`config.mk`:
```
export PLATFORM = sky130hd
export DESIGN_NAME = adc_serial_reader
export DESIGN_NICKNAME = d
export VERILOG_FILES = /design/src/rtl/adc_serial_reader.sv
export SDC_FILE = /design/constraint.sdc
export NUM_CORES = 1
export LEC_CHECK = 0
export ABC_AREA = 0
export CAP_MARGIN = 20
export CORE_MARGIN = 2
export CORE_UTILIZATION = 30
export CTS_BUF_LIST = sky130_fd_sc_hd__clkbuf_4
export DETAILED_ROUTE_END_ITERATION = 16
export PLACE_DENSITY_LB_ADDON = 0.15
export REMOVE_ABC_BUFFERS = 1
export SYNTH_ARGS = -nofsm -noshare
export SYNTH_HDL_FRONTEND = slang
export SYNTH_SLANG_ARGS = --single-unit
```
`constraint.sdc`:
```
create_clock -name clk -period 4.03 [get_ports clk]
set_clock_uncertainty 0.05 [all_clocks]
set_input_delay 0.806 -clock clk [delete_from_list [all_inputs] [get_ports clk]]
set_output_delay 0.806 -clock clk [all_outputs]
set_load 0.01 [all_outputs]
```
`src/rtl/adc_serial_reader.sv`:
```
// adc_serial_reader: frames one conversion on a serial ADC (CS_n/SCLK/MISO),
// extracts the DATA_BITS sample that follows LEAD_BITS zero bits, and holds it
// on a parallel bus with a one-cycle valid pulse per new sample.
module adc_serial_reader #(
    parameter int CLK_DIV      = 2,
    parameter int FRAME_BITS   = 16,
    parameter int LEAD_BITS    = 3,
    parameter int DATA_BITS    = 8,
    parameter int QUIET_CYCLES = 4
) (
    input  logic                 clk,
    input  logic                 rst,
    input  logic                 en,
    input  logic                 MISO,
    output logic                 CS_n,
    output logic                 SCLK,
    output logic [DATA_BITS-1:0] data,
    output logic                 valid,
    output logic                 frame_err,
    output logic                 busy
);

    // Counter widths; a width of at least 1 keeps CLK_DIV=1 / QUIET_CYCLES=1 legal.
    localparam int DIV_W = (CLK_DIV > 1) ? $clog2(CLK_DIV) : 1;
    localparam int Q_W   = (QUIET_CYCLES > 1) ? $clog2(QUIET_CYCLES) : 1;
    localparam int BIT_W = $clog2(FRAME_BITS + 1);

    typedef enum logic [2:0] {
        IDLE,
        SETUP,
        SHIFT,
        DONE,
        QUIET
    } state_t;

    state_t                state_q;
    logic [DIV_W-1:0]      div_cnt_q;
    logic [BIT_W-1:0]      bit_cnt_q;
    logic [Q_W-1:0]        quiet_cnt_q;
    logic [FRAME_BITS-1:0] sreg_q;
    logic [FRAME_BITS-1:0] sreg_d;
    logic                  div_last;
    logic                  quiet_last;
    logic                  bit_last;
    logic                  lead_err;

    // Next shift-register value and terminal-count decodes.
    always_comb begin
        sreg_d     = {sreg_q[FRAME_BITS-2:0], MISO};
        div_last   = (div_cnt_q == DIV_W'(CLK_DIV - 1));
        quiet_last = (quiet_cnt_q == Q_W'(QUIET_CYCLES - 1));
        bit_last   = (bit_cnt_q == BIT_W'(FRAME_BITS - 1));
    end

    // Leading-bit check; with no leading bits a frame can never be flagged.
    if (LEAD_BITS > 0) begin : g_lead
        assign lead_err = |sreg_q[FRAME_BITS-1 -: LEAD_BITS];
    end else begin : g_no_lead
        assign lead_err = 1'b0;
    end

    // Frame sequencer: drives CS_n/SCLK, shifts in MISO on each SCLK rise and
    // publishes the sample; every output is a register of this block.
    always_ff @(posedge clk) begin
        if (rst) begin
            // NOTE: the shift register is cleared with the rest of the state so a
            // frame aborted by reset leaves nothing behind for the next one.
            state_q     <= IDLE;
            div_cnt_q   <= '0;
            bit_cnt_q   <= '0;
            quiet_cnt_q <= '0;
            sreg_q      <= '0;
            CS_n        <= 1'b1;
            SCLK        <= 1'b1;
            data        <= '0;
            valid       <= 1'b0;
            frame_err   <= 1'b0;
            busy        <= 1'b0;
        end else begin
            // NOTE: non-blocking assignments throughout, so every branch reads the
            // pre-edge values (e.g. SCLK below is the level before this toggle).
            valid <= 1'b0;
            case (state_q)
                IDLE: begin
                    if (en) begin
                        CS_n      <= 1'b0;
                        busy      <= 1'b1;
                        div_cnt_q <= '0;
                        bit_cnt_q <= '0;
                        state_q   <= SETUP;
                    end
                end
                SETUP: begin
                    if (div_last) begin
                        SCLK      <= 1'b0;
                        div_cnt_q <= '0;
                        state_q   <= SHIFT;
                    end else begin
                        div_cnt_q <= div_cnt_q + 1'b1;
                    end
                end
                SHIFT: begin
                    if (div_last) begin
                        div_cnt_q <= '0;
                        SCLK      <= ~SCLK;
                        if (!SCLK) begin
                            // Rising toggle: capture MISO on the same edge.
                            sreg_q    <= sreg_d;
                            bit_cnt_q <= bit_cnt_q + 1'b1;
                            if (bit_last) begin
                                state_q <= DONE;
                            end
                        end
                    end else begin
                        div_cnt_q <= div_cnt_q + 1'b1;
                    end
                end
                DONE: begin
                    CS_n        <= 1'b1;
                    data        <= sreg_q[FRAME_BITS-1-LEAD_BITS -: DATA_BITS];
                    frame_err   <= lead_err;
                    valid       <= 1'b1;
                    quiet_cnt_q <= '0;
                    state_q     <= QUIET;
                end
                QUIET: begin
                    if (quiet_last) begin
                        busy    <= 1'b0;
                        state_q <= IDLE;
                    end else begin
                        quiet_cnt_q <= quiet_cnt_q + 1'b1;
                    end
                end
                default: begin
                    state_q <= IDLE;
                end
            endcase
        end
    end

endmodule
```
# Word-level counts from Yosys, hierarchy flattened
# Cells that the tools add are included.
# totals
regBits,40
wordCells,69
inputBits,4
out_inout_bits,13
# classes
n_reduce_logical,17
n_eq_ne,13
add_sub_neg,3
bitwise,1
mux,24
# ops
op,count
2-to-1 mux 3 bit,6
2-to-1 mux 5 bit,3
case mux 3 bit (5 select lines),1
!= test 2 bit (second input constant),7
nonzero test 2 bit,6
case mux 5 bit (2 select lines),1
AND reduction 3 bit,3
case mux 1 bit (2 select lines),4
2-to-1 mux 1 bit,7
== test 3 x 2 -> 1 bit (second input constant),2
AND reduction 2 bit,3
AND reduction 6 bit,1
adder 5 x 1 -> 5 bit (second input constant),1
== test 5 x 4 -> 1 bit (second input constant),1
case mux 2 bit (2 select lines),1
AND reduction 4 bit,1
== test 3 x 1 -> 1 bit (second input constant),1
== test 3 bit (second input constant),1
zero test 3 bit,1
OR reduction 3 bit,1
adder 2 x 1 -> 2 bit (second input constant),1
== test 2 bit (second input constant),1
2-to-1 mux 2 bit,1
OR reduction 2 bit,1
other kinds (2),2

# Logic depth before layout (Yosys ltp)
# Gate-level depths: netlist of run 1.
# logic_depth
depth_word,5
depth_mapped,6

# Worst setup path before layout of run 1
# No wires, ideal clock.
# synth_timing
path_type,input -> register
start,input port rst
end,register bit_cnt_q[4]
path_slack_ps,2175
path_stages,4
path_buffers,1
required_ps,3893
arrival_time_ps,1718
setup_ps,87
cell_sequence,clkbuf_1 or3_1 or3_1 o31ai_1
# synth_rtl
item,line_no,source
from (decl),12,"input logic rst,"
to (signal assigned),109,bit_cnt_q <= bit_cnt_q + 1'b1;
to (decl),38,logic [BIT_W-1:0] bit_cnt_q;

==> results of run 1 <==
[where the power goes]
part           internal (mW)  total (mW)  switching (mW)  leakage, nW
Combinational         0.0255      0.0546          0.0291        0.299
Sequential             0.402       0.415          0.0125        0.323
Clock                  0.130       0.268           0.138       0.0428
[final cells by class]
class                   instances  area (µm²)
multi-input cells             142       773.2
inverters                       3       11.26
clock buffers                   5       37.54
flip-flops and latches         40       800.8
clock inverters                 3       42.54
repair buffers                 17       167.7
fillers                       558        3284
well taps                      70       87.58
[worst max-delay path, cell delays in order]
cell,delay (ps)
clkdlybuf4s50_1,760
or3_1,570
or3_1,330
o31ai_1,70
[state kept, by name (all words and copies together), names as in the netlist]
| signal | count |
|---|---|
| bit_cnt_q | 5 |
| frame_err | 1 |
| SCLK | 1 |
| sreg_q | 16 |
| data | 8 |
| CS_n | 1 |
| div_cnt_q | 1 |
| state_q | 3 |
| valid | 1 |
| quiet_cnt_q | 2 |
| busy | 1 |
[metrics by stage]
| stage | cells | hold WS (ps) | total power, mW |
|---|---|---|---|
| 6_report | 280 | 411.2 | 0.7370 |
| 5_1_grt | 280 | 432.3 | 0.7786 |
| 4_1_cts | 280 | 415.4 | 0.7505 |
| 2_1_floorplan | 185 | 376.0 | 0.4530 |
| 3_5_place_dp | 272 | 396.6 | 0.4783 |
| 3_3_place_gp | 272 | 395.4 | 0.4791 |
[worst max path at each step]
stage | from | cells after the start | endpoint | slack (ps)
after global routing | rst | 4 | bit_cnt_q[4]$_SDFFE_PP0P_ | 1650
after floorplan | rst | 3 | bit_cnt_q[4]$_SDFFE_PP0P_ | 2340
final | rst | 4 | bit_cnt_q[4]$_SDFFE_PP0P_ | 1710
after detailed placement | rst | 4 | bit_cnt_q[4]$_SDFFE_PP0P_ | 1360
after global placement | rst | 4 | bit_cnt_q[4]$_SDFFE_PP0P_ | 1360
after CTS | SCLK$_SDFFE_PP1P_ | 1 | SCLK | 1700
[kinds of logic after synthesis]
logic type                 count (synthesis)  share of synthesized area (%)
AOI/OAI and AO/OA                         44                          15.22
adders and majority gates                  3                          2.283
muxes                                      3                          1.827
and+or+nand+nor                           92                          27.70
buffers and inverters                     15                          4.261
DFF                                       40                          48.71
[metal layers]
layer / vias up / share of wire [%] / wire length [µm]
li1: 695 / - / -
met1: 609 / 53 / 1755
met2: 19 / 42 / 1388
met3: 6 / 4.0 / 133
met4: 0 / 1.7 / 56
met5: - / 0 / 0
[cell usage in the layout, fill, tap and decap left out, types with 3 or more instances in the layout]
| cell | n |
|---|---|
| ha_1 | 3 |
| or3_1 | 3 |
| nor2_1 | 11 |
| clkdlybuf4s50_1 | 16 |
| clkbuf_4 | 5 |
| nor3_1 | 6 |
| nand3b_1 | 4 |
| nand2_1 | 52 |
| dfxtp_1 | 40 |
| a21oi_1 | 30 |
| mux2i_1 | 3 |
| inv_1 | 3 |
| nand2b_1 | 3 |
==> flow_summary.toml, run 1 <==
[global_routing]
antenna_found_initial = 0
grt_max_degree = 27
use_met2_pct = 17.76
grt.busiest_layer = "met2"
track_usage_pct = 12.09
grt_pass1_vias = 1197
grt_overflow = 0
use_met1_pct = 16.39
gr-usage-met3_pct = 4.023
grt_pass1_wl_um = 5823

[logic_synthesis]
yosys_warnings = 0
synth.avg_cell_area_um2 = 8.346
synth-async-reset-ratio_pct = 0
yosys-top-cells-area = "dfxtp_1 (49%), nand2_1 (12%), a21oi_1 (9.1%)"
syn-instance-count = 197
yosysTopAreaCell = "dfxtp_1"
synth_common_cells = "nand2_1 (52), dfxtp_1 (40), a21oi_1 (30)"
synth-edff-count = 0
ys_seq_elements = 40
ys_seq_area_share_pct = 48.71
synth_cell_types = 34
syn-cell-area_um2 = 1644
synth_top_area_share_pct = 48.71
synth_flop_cell = "dfxtp_1"
synth_most_common_cell = "nand2_1"

[floorplanning]
die_h_um = 78.03
initial_core_util_pct = 31.59
fp.dieArea_um2 = 6089
io_pins = 17
rows = 26
core_area_um2 = 5205
die_w_um = 78.03

[outcome]
status = "finished clean"

[setup_path]
r2r_start = "state_q[2]$_SDFFE_PP0P_"
start_kind = "primary input"
rr_worst_depth = 4
cp.required_ps = 4240
critPathKind = "primary input to flip-flop"
end_kind = "flip-flop"
r2r_end = "bit_cnt_q[2]$_SDFFE_PP0P_"
crit_fanout = 18
worstPathArrival_ps = 2540
reg2reg_slack_ps = 2110

[finish]
fin_nets = 216
drive_above_1_share_pct = 6.190
final_area_um2 = 1921
final_util_pct = 36.90
area_growth_pct = 16.82
diodes = 0

[cts]
numCtsBuffers = 5
cts_sinks = 40
post_cts_buffers = 0
hold_buffers = 0
clk_latency_ps = 360
ctsResizeCount = 0
cts-root-buf = "clkbuf_4"
cts_max_level = 2
cts.path.max_buffers = 2
cts_tree = "yes"
clkSlewWorstSetupHoldPaths_ps = 120

[sta]
min_period_over_period_pct = 57.61
slew-limit-headroom_pct = 54.01
max_freq_mhz = 430.7
rsz0062_at_grt = "no"
setup_viol = 0
slew_violations = 0
period_minus_slack_ps = 2322
fin_tns_setup_ps = 0
fin_ws_ps = 1708
hold_viol = 0
worst_pin_slew_ps = 687.8

[route]
first_iter_violations = 45
wl_per_cell_um = 11.90
vias = 1329
antenna_left = 0
drc = 0
avgViaCountPerCell = 4.746
firstDrtPassIters = 4
postRouteWirelength_um = 3333

[hold_path]
hold_end = "sreg_q[4]$_SDFFE_PP0P_"
min_path_type = "flip-flop to flip-flop"
hold_path_depth = 2
min-delay-start = "sreg_q[3]$_SDFFE_PP0P_"

[place]
place_worst_setup_slack_ps = 1357
io_buffers = 16
place_congestion = 0.7161
placed_area_um2 = 1841
dpl.hpwl_um = 2095

[job]
cap_violations = 0

[power]
ir_drop_mv = 0.1508
leakagePower_nw = 0.6655
power.density_nw_per_um2 = 383.8
No activity file was read; power rests on OpenSTA's default activity.
==> inputs of run 2 (changes only) <==
==> constraint.sdc (replaced) <==
create_clock -name clk -period 2.36 [get_ports clk]
set_clock_uncertainty 0.05 [all_clocks]
set_input_delay 0.472 -clock clk [delete_from_list [all_inputs] [get_ports clk]]
set_output_delay 0.472 -clock clk [all_outputs]
set_load 0.01 [all_outputs]
==> run 2 against run 1 <==
  * Sequential power up 69%
  * Die area is the same
  * Flip-flop and latch count stayed put
  * Utilization is 0.50 points higher
  * Largest cell class unchanged
  * First-iteration DRC count is 82% higher
  * Hold slack barely moved
==> flow_summary.toml, run 2 (synthesis results as in run 1) <==
[outcome]
status = "finished clean"

[job]
cap_violations = 0

[floorplanning]
die_w_um = 78.03
core_area_um2 = 5205
fp.dieArea_um2 = 6089
initial_core_util_pct = 31.59
rows = 26
die_h_um = 78.03
io_pins = 17

[place]
dpl.hpwl_um = 2126
io_buffers = 16
place_worst_setup_slack_ps = 256.2
dp.cells = 275
place_congestion = 0.7292

[setup_path]
r2r_start = "state_q[1]$_SDFFE_PP0P_"
slowest_delay_ps = 590
start_kind = "flip-flop"
rr_worst_depth = 4
reg2reg_slack_ps = 580
cp.required_ps = 1840
slowest_stage = "clkdlybuf4s50_1"
path_cells = "clkdlybuf4s50_1"
end_kind = "primary output"
critPathKind = "flip-flop to primary output"
cp_num_buf_inv = 1
cp_top_family = "buffers and inverters"
r2r_end = "bit_cnt_q[3]$_SDFFE_PP0P_"
crit_cells = 1
crit_fanout = 7
worstPathArrival_ps = 1430

[sta]
period_minus_slack_ps = 1952
slew-limit-headroom_pct = 57.13
min_period_over_period_pct = 82.70
hold_viol = 0
rsz0062_at_grt = "no"
fin_ws_ps = 408.3
slew_violations = 0
worst_pin_slew_ps = 640.9
max_freq_mhz = 512.4
setup_viol = 0
fin_tns_setup_ps = 0

[cts]
cts_max_level = 2
cts_tree = "yes"
hold_buffers = 0
numCtsBuffers = 5
ctsResizeCount = 0
cts-root-buf = "clkbuf_4"
clkSlewWorstSetupHoldPaths_ps = 120
post_cts_buffers = 0
cts_sinks = 40
clk_latency_ps = 350
cts.path.max_buffers = 2

[power]
ir_drop_mv = 0.3498
leakagePower_nw = 0.6792
power.density_nw_per_um2 = 654.5

[global_routing]
grt_pass1_vias = 1200
grt_max_degree = 43
grt_overflow = 0
antenna_found_initial = 0
track_usage_pct = 12.13
grt_pass1_wl_um = 5858

[hold_path]
hold_end = "sreg_q[4]$_SDFFE_PP0P_"
hold_path_depth = 2
min_path_type = "flip-flop to flip-flop"
min-delay-start = "sreg_q[3]$_SDFFE_PP0P_"

[finish]
fin_nets = 219
seq_area_um2 = 800.8
area_growth_pct = 18.42
final_util_pct = 37.40
reg_top3 = "sreg_q (16), data (8), bit_cnt_q (5)"
regMostFlops = "sreg_q"
fillCellCount = 566
largest_reg_flops = 16
fin_cells = 283
layout_commonest_cell = "nand2_1"
multi_input_area_um2 = 773.2
mostFrequentLayoutCells = "nand2_1 (52), dfxtp_1 (40), a21oi_1 (30)"
drive_above_1_share_pct = 7.981
diodes = 0

[route]
first_iter_violations = 82
avgViaCountPerCell = 4.569
vias = 1293
wl_per_cell_um = 11.72
drc = 0
postRouteWirelength_um = 3316
firstDrtPassIters = 4
antenna_left = 0
==> run 2: routing by layer <==
metal  global-route usage [%]  part of all wire [%]  up-vias
met5                        0                     0        -
met4                    4.211                   1.5        0
met3                    4.253                   3.1        6
met2                    17.84                    42       14
met1                    16.52                    53      573
li1                         -                     -      700
==> run 2: how the worst max path moves through the flow <==
stage                                  from                   endpoint  slack, ps
floorplan           state_q[0]$_SDFFE_PP0P_  bit_cnt_q[2]$_SDFFE_PP0P_        740
global placement                         en  bit_cnt_q[2]$_SDFFE_PP0P_        260
detailed placement                       en  bit_cnt_q[3]$_SDFFE_PP0P_        260
CTS                       SCLK$_SDFFE_PP1P_                       SCLK        370
global route              SCLK$_SDFFE_PP1P_                       SCLK        340
finish                    SCLK$_SDFFE_PP1P_                       SCLK        410
==> run 2: through the flow <==
stage                     hold WS, ps  power [mW]  area, µm²
after floorplan                 376.0      0.7735       1585
after global placement          393.0      0.8218       1863
after detailed placement        394.7      0.8212       1863
after CTS                       413.9       1.297       1947
after global routing            428.3       1.347       1947
final                           411.1       1.274       1947
==> run 2: power breakdown <==
group / internal [mW] / switching, mW / total, mW
logic: 0.0462 / 0.0554 / 0.102
registers: 0.687 / 0.0160 / 0.703
clock network: 0.226 / 0.243 / 0.469
total: 0.960 / 0.315 / 1.27
==> run 2: cell type report <==
cell class | count | share of cell area, %
well taps | 70 | 4.499
clock buffers | 5 | 1.928
repair buffers | 20 | 9.769
clock inverters | 3 | 2.378
inverters | 3 | 0.5784
flip-flops and latches | 40 | 41.13
multi-input cells | 142 | 39.72
